## src/rtl/div_pkg.sv

```systemverilog
// Shared encodings for the iterative divider: FSM states, strobe levels and widths.
package div_pkg;

  localparam int REG_W       = 32;
  localparam int DOUBLEREG_W = 2 * REG_W;
  localparam int DIV_CNT_W   = 6;

  localparam logic DIV_START           = 1'b1;
  localparam logic DIV_STOP            = 1'b0;
  localparam logic DIV_RESULT_READY    = 1'b1;
  localparam logic DIV_RESULT_NOTREADY = 1'b0;

  typedef enum logic [1:0] {
    DIV_FREE   = 2'b00,
    DIV_BYZERO = 2'b01,
    DIV_ON     = 2'b10,
    DIV_END    = 2'b11
  } div_state_e;

endpackage

```

## src/rtl/div.sv

```systemverilog
// Multi-cycle restoring divider for DIV/DIVU: one quotient bit per cycle,
// sign fix on the final edge, result held until the requester drops start_i.
module div
  import div_pkg::*;
#(
  parameter int DATA_W = REG_W,
  parameter int CNT_W  = DIV_CNT_W
) (
  input  logic                clk,
  input  logic                rst,
  input  logic                signed_div_i,
  input  logic [DATA_W-1:0]   opdata1_i,
  input  logic [DATA_W-1:0]   opdata2_i,
  input  logic                start_i,
  input  logic                annul_i,
  output logic [2*DATA_W-1:0] result_o,
  output logic                ready_o
);

  div_state_e          state, state_n;
  logic [2*DATA_W:0]   dvd, dvd_n;
  logic [DATA_W-1:0]   dvs, dvs_n;
  logic [CNT_W-1:0]    cnt, cnt_n;
  logic                sign1, sign1_n, sign2, sign2_n;
  logic [2*DATA_W-1:0] result_n;
  logic                ready_n;

  logic [DATA_W:0]     diff;
  logic [DATA_W-1:0]   op1_abs, op2_abs, quo, rem;
  logic                neg1, neg2;

  // Partial remainder with the next dividend bit shifted in, minus the divisor.
  assign diff    = dvd[2*DATA_W:DATA_W] - {1'b0, dvs};
  assign neg1    = signed_div_i & opdata1_i[DATA_W-1];
  assign neg2    = signed_div_i & opdata2_i[DATA_W-1];
  assign op1_abs = neg1 ? -opdata1_i : opdata1_i;
  assign op2_abs = neg2 ? -opdata2_i : opdata2_i;
  assign quo     = (sign1 ^ sign2) ? -dvd[DATA_W-1:0] : dvd[DATA_W-1:0];
  assign rem     = sign1 ? -dvd[2*DATA_W:DATA_W+1] : dvd[2*DATA_W:DATA_W+1];

  always_comb begin
    state_n  = state;
    dvd_n    = dvd;
    dvs_n    = dvs;
    cnt_n    = cnt;
    sign1_n  = sign1;
    sign2_n  = sign2;
    result_n = result_o;
    ready_n  = ready_o;
    case (state)
      DIV_FREE: begin
        ready_n  = DIV_RESULT_NOTREADY;
        result_n = '0;
        if (start_i == DIV_START && !annul_i) begin
          if (opdata2_i == '0) begin
            state_n = DIV_BYZERO;
          end else begin
            state_n = DIV_ON;
            cnt_n   = '0;
            dvd_n   = {{DATA_W{1'b0}}, op1_abs, 1'b0};
            dvs_n   = op2_abs;
            sign1_n = neg1;
            sign2_n = neg2;
          end
        end
      end
      DIV_BYZERO: begin
        state_n  = DIV_END;
        dvd_n    = '0;
        result_n = '0;
        ready_n  = DIV_RESULT_READY;
      end
      DIV_ON: begin
        if (annul_i) begin
          state_n = DIV_FREE;
          cnt_n   = '0;
        end else if (cnt != CNT_W'(DATA_W)) begin
          if (diff[DATA_W]) dvd_n = {dvd[2*DATA_W-1:0], 1'b0};
          else              dvd_n = {diff[DATA_W-1:0], dvd[DATA_W-1:0], 1'b1};
          cnt_n = cnt + 1'b1;
        end else begin
          state_n  = DIV_END;
          cnt_n    = '0;
          result_n = {rem, quo};
          ready_n  = DIV_RESULT_READY;
        end
      end
      DIV_END: begin
        if (start_i == DIV_STOP) begin
          state_n  = DIV_FREE;
          ready_n  = DIV_RESULT_NOTREADY;
          result_n = '0;
        end
      end
      default: state_n = DIV_FREE;
    endcase
  end

  always_ff @(posedge clk) begin
    if (rst) begin
      state    <= DIV_FREE;
      dvd      <= '0;
      dvs      <= '0;
      cnt      <= '0;
      sign1    <= 1'b0;
      sign2    <= 1'b0;
      result_o <= '0;
      ready_o  <= DIV_RESULT_NOTREADY;
    end else begin
      state    <= state_n;
      dvd      <= dvd_n;
      dvs      <= dvs_n;
      cnt      <= cnt_n;
      sign1    <= sign1_n;
      sign2    <= sign2_n;
      result_o <= result_n;
      ready_o  <= ready_n;
    end
  end

endmodule

```

## config.mk

```make
export PLATFORM = sky130hd
export DESIGN_NAME = div
export DESIGN_NICKNAME = d
export VERILOG_FILES = /design/src/rtl/div_pkg.sv /design/src/rtl/div.sv
export SDC_FILE = /design/constraint.sdc
export NUM_CORES = 1
export LEC_CHECK = 0
export CORE_AREA = 2 2 103 205
export CTS_BUF_LIST = sky130_fd_sc_hd__clkbuf_16
export DETAILED_ROUTE_END_ITERATION = 12
export DIE_AREA = 0 0 105 207
export GPL_ROUTABILITY_DRIVEN = 0
export PLACE_DENSITY = 0.84
export RECOVER_POWER = 50
export SLEW_MARGIN = 0
export SYNTH_ARGS = -nofsm -noshare
export SYNTH_HDL_FRONTEND = slang
export SYNTH_SLANG_ARGS = --single-unit
```

## constraint.sdc

```tcl
create_clock -name clk -period 9 [get_ports clk]
set_input_delay 0.9 -clock clk [delete_from_list [all_inputs] [get_ports clk]]
set_output_delay 0.9 -clock clk [all_outputs]
set_load 0.01 [all_outputs]
```

# ---- Word level (Yosys, flattened, before mapping)
# Cells that the tools add are included.
# W data, S select, Z words.
dict set report totals {
  regBits 172
  in_bits 69
  output_inout_bits 65
  elab_cells 70
}
dict set report classes {
  n_addsub 6
  eq_ne 11
  n_mux 29
  bitwise_logic 4
  n_reduce_logical 12
}
# op count
set ops {}
lappend ops {{$mux W65} 5}
lappend ops {{$pmux W65 S3} 1}
lappend ops {{$mux W64} 3}
lappend ops {{$pmux W64 S3} 1}
lappend ops {{$mux W32} 4}
lappend ops {{$neg A32 Y32} 4}
lappend ops {{$sub A33 B32 Y33} 1}
lappend ops {{$logic_not A32 Y1} 1}
lappend ops {{$mux W6} 4}
lappend ops {{$ne A2 B2 Y1 const B} 6}
lappend ops {{$pmux W6 S2} 1}
lappend ops {{$reduce_and A3 Y1} 4}
lappend ops {{$mux W2} 5}
lappend ops {{$pmux W2 S4} 1}
lappend ops {{$add A6 B1 Y6 const B} 1}
lappend ops {{$ne A6 B6 Y1 const B} 1}
lappend ops {{$reduce_and A5 Y1} 1}
lappend ops {{$eq A2 B2 Y1 const B} 2}
lappend ops {{$pmux W1 S4} 1}
lappend ops {{$mux W1} 3}
lappend ops {{$ne A3 B3 Y1 const B} 1}
lappend ops {{$reduce_bool A3 Y1} 1}
lappend ops {{$and A1 B1 Y1} 2}
lappend ops {{$eq A2 B1 Y1 const B} 1}
lappend ops {{other kinds (7)} 7}

# ---- Depth between registers and ports, before layout
dict set report logic_depth {
  word_depth 5
  mapped_depth 13
  ltp_nobuf 12
}

# ---- Least setup slack after synthesis
# No wires, ideal clock.
dict set report synth_path {
  path_kind {input port to flip-flop}
  startpoint {input opdata2_i[15]}
  endpoint {register dvd[52]}
  setup_time_ps 128
  arrival_ps 3349
  path_slack_ps 5522
  path_stages 10
  path_buffers 2
  cell_sequence {or4_4 > or4_4 > or4_4 > nor3_4 > a21o_1 > buf_4 > nor3b_1 > buf_2 > a32oi_1 > o21ai_0}
}
dict set report synth_between {
  elab_chain_len 3
}
# element line
set synth_lines {}
lappend synth_lines {{start: declaration} div.sv:13} ;# input logic [DATA_W-1:0] opdata2_i,
lappend synth_lines {{$logic_not A32 Y1} div.sv:55} ;# if (opdata2_i == '0) begin
lappend synth_lines {{$ne A2 B2 Y1 (no line)} --}
lappend synth_lines {{$reduce_and A5 Y1 (no line)} --}
lappend synth_lines {{end signal: assignment} div.sv:111} ;# dvd <= dvd_n;
lappend synth_lines {{end: declaration} div.sv:21} ;# logic [2*DATA_W:0] dvd, dvd_n;
# Every way passes these cells.
# A chain may end at the register's enable or synchronous reset.

# ---- Worst setup path in the final report
dict set report layout_path {
  startpoint {input opdata2_i[15]}
  endpoint {register dvd[63]}
}
# Same word-level chain as after synthesis.

==> impl_metrics.toml <==
[status]
status = "complete, but fails checks"
violations = "capacitance limit, slew limit"

[setup_path]
critPathLaunchType = "input pin"
cpPeakStageDelay_ns = 0.61
end_kind = "flop"
crit_path_max_fanout = 33
r2r_end = "dvd[33]"
rr_worst_depth = 12
worstSetupPathType = "in -> reg"
reg2reg_slack_ns = 5.25
cp.required_ns = 9.31
crit_top_cell = "or4_4"
path_cells = "clkdlybuf4s50_1 -> or4_4 -> or4_4 -> or4_4 -> nor3_4 -> a21oi_2 -> buf_4 -> nand3b_1 -> or2_2 -> o21ai_0"
crit_start = "opdata2_i[15]"
endpoint = "dvd[63]"
rr_startpoint = "dvd[33]"
arrival_ns = 4.60
crit_slowest_cell = "nand3b_1"

[final_layout]
area_delta_synth_final_pct = 18.1
fillers = 1742
multi_input_area_um2 = 6930
drive_gt1_frac = 0.0483
ff_latch_area_um2 = 3440
diodes = 0
nets = 1571

[synth]
synth-seq-area-share = 0.316
async_reset_ff_frac = 0
synth_fa_ha_area_frac = 0.0523
synth_area_per_cell_um2 = 7.94
synth_top_area_share = 0.316
synth_top_family_by_area = "compound AO/OA/AOI/OAI gates"
yosysMostFrequentCell = "nor2_1"
synth-edff-count = 0
syn_inst = 1374
synth.mux.area_fraction = 0.0204
synth.area.top_cells = "dfxtp_1 (32%), nor2_1 (6.3%), xnor2_1 (6.3%), xor2_1 (6.1%), ha_1 (5.0%)"
synth_xor_area_frac = 0.124
syn-cell-area_um2 = 10900
synth_common_cells = "nor2_1 (184), dfxtp_1 (172), nand2_1 (102)"
syn_nets = 1488
yosysUniqueCellTypes = 66
synth_flop_cell = "dfxtp_1"
synth_area_leader_cell = "dfxtp_1"
yosys_warnings = 0
yosys.area_share.simple = 0.185
synth-compound-area-share = 0.252
synth_seq_cells = 172

[routing]
routed_wl_um = 27000
final_antenna_net_count = 0
first_iter_violations = 938
vias_per_cell = 5.95
firstDrtPassIters = 6
drc = 0
drt-wirelength-per-cell_um = 15.6
vias = 10300

[pwr]
powerDensity_nw_per_um2 = 219
p_leak_nw = 5.40
power_mw = 2.82
vdd.ir_drop.worst_mv = 0.175

[sta]
min_period_over_period = 0.477
tightest_slew_ns = 2.09
rsz0062_at_grt = "no"
setup_viol = 0
min_period_ns = 4.29
setup_slack_ns = 4.71
final.setup.tns_ns = 0
whs_ns = 0.460
hold_violations = 0
finalMaxSlewViolations = 68
skew_ns = 0.0105
fmax_mhz = 233
slew_headroom = -0.391

[clock_tree]
clkLatencyLatePin_ns = 0.43
path_clk_slew_ns = 0.07
cts_tree = "built"
htreeDepth = 4
root_buffer = "clkbuf_16"
cts.sinks = 172
ctsResizeCount = 0
cts_setup_buffers = 0
clockBufferDepth = 2
hold_buffers = 0
cts_buffers = 17

[grt]
track_usage = 0.244
overflow = 0
grt_pass1_vias = 9614
grt_max_degree = 81
grt_pass1_wl_um = 45200
antenna_found_initial = 0

[floorplanning]
start_util = 0.540
fp.dieW_um = 105
die_y_um = 207
core-area_um2 = 20200
io_pins = 134
die_area_um2 = 21700
core.rowCount = 74

[min_path]
min_path_type = "reg -> reg"
hp-start = "dvs[31]"

[place]
post-place-ws_ns = 4.26
numPortBuffers = 133
hpwl_um = 20300

[job]
cap_violations = 2
-- per-layer routing --
metal,wire (um),track usage,vias up
met4,617,0.0805,0
met3,1850,0.0343,60
met1,11700,0.325,4734
met5,0,0,-
li1,-,-,5083
met2,12800,0.405,455
-- flip-flops by register name, indices dropped and copies added (netlist names) --
name      cells
dvs          32
cnt           6
ready_o       1
dvd          65
sign1         1
result_o     64
sign2         1
state         2
-- cells in the final DEF, fill, tap and decap left out, types with 8 or more instances in the layout --
cell type / count
nand2b_1: 14
a211oi_1: 47
a22oi_1: 46
xnor2_1: 76
dfxtp_1: 172
a31oi_1: 16
a211oi_2: 10
nor4_1: 13
o31ai_1: 23
nand2_1: 102
a21o_1: 23
nor3_1: 40
mux2i_1: 20
ha_1: 44
inv_1: 59
or4_1: 8
clkdlybuf4s50_1: 66
o21ai_0: 91
a22o_1: 17
or3_1: 12
dlygate4sd3_1: 66
buf_4: 9
nor2_1: 183
xor2_1: 76
a21oi_1: 79
a32oi_1: 12
nand3_1: 16
o41ai_1: 11
clkbuf_16: 17
-- worst min-delay path by stage --
stage	endpoint	slack, ns	depth (start not counted)
after floorplan	dvs[30]	0.43	2
after CTS	dvs[31]	0.46	2
after detailed placement	dvs[31]	0.45	2
after global routing	dvs[31]	0.47	2
after global placement	dvs[31]	0.45	2
final	dvs[31]	0.46	2
-- kinds of logic (layout without fill, tap and decap cells) --
| kind of cell | count (synthesis) | after routing |
|---|---|---|
| compound gates | 410 | 410 |
| xor+xnor | 154 | 154 |
| fa+ha+maj | 45 | 45 |
| buf+inv | 135 | 231 |
| flops | 172 | 172 |
| mux | 22 | 22 |
| simple gates | 436 | 436 |
-- power breakdown --
| group | internal [mW] | switching [mW] | leakage (nW) |
|---|---|---|---|
| logic | 0.413 | 0.703 | 3.73 |
| registers | 0.863 | 0.120 | 1.40 |
| clock network | 0.408 | 0.314 | 0.274 |
-- worst max-delay path, delay by kind of cell --
kind,cells,cell delay [ns]
and+or+nand+nor,6,2.74
buffers and inverters,2,0.73
AOI/OAI and AO/OA,2,0.21
-- area by class of cell --
class	count	area share
repair buffers	142	0.108
inverters	57	0.0166
clock buffers	17	0.0330
multi-input cells	1067	0.538
flip-flops and latches	172	0.267
clock inverters	15	0.0116
well taps	266	0.0258
-- stage by stage --
stage               area [um^2]  instances   util
finish                    12900       1736  0.638
global route              12900       1736  0.638
CTS                       12900       1736  0.639
detailed placement        12300       1704  0.610
global placement          12300       1704  0.610
floorplan                 10900       1374      -
No activity file was read; power rests on OpenSTA's default activity.
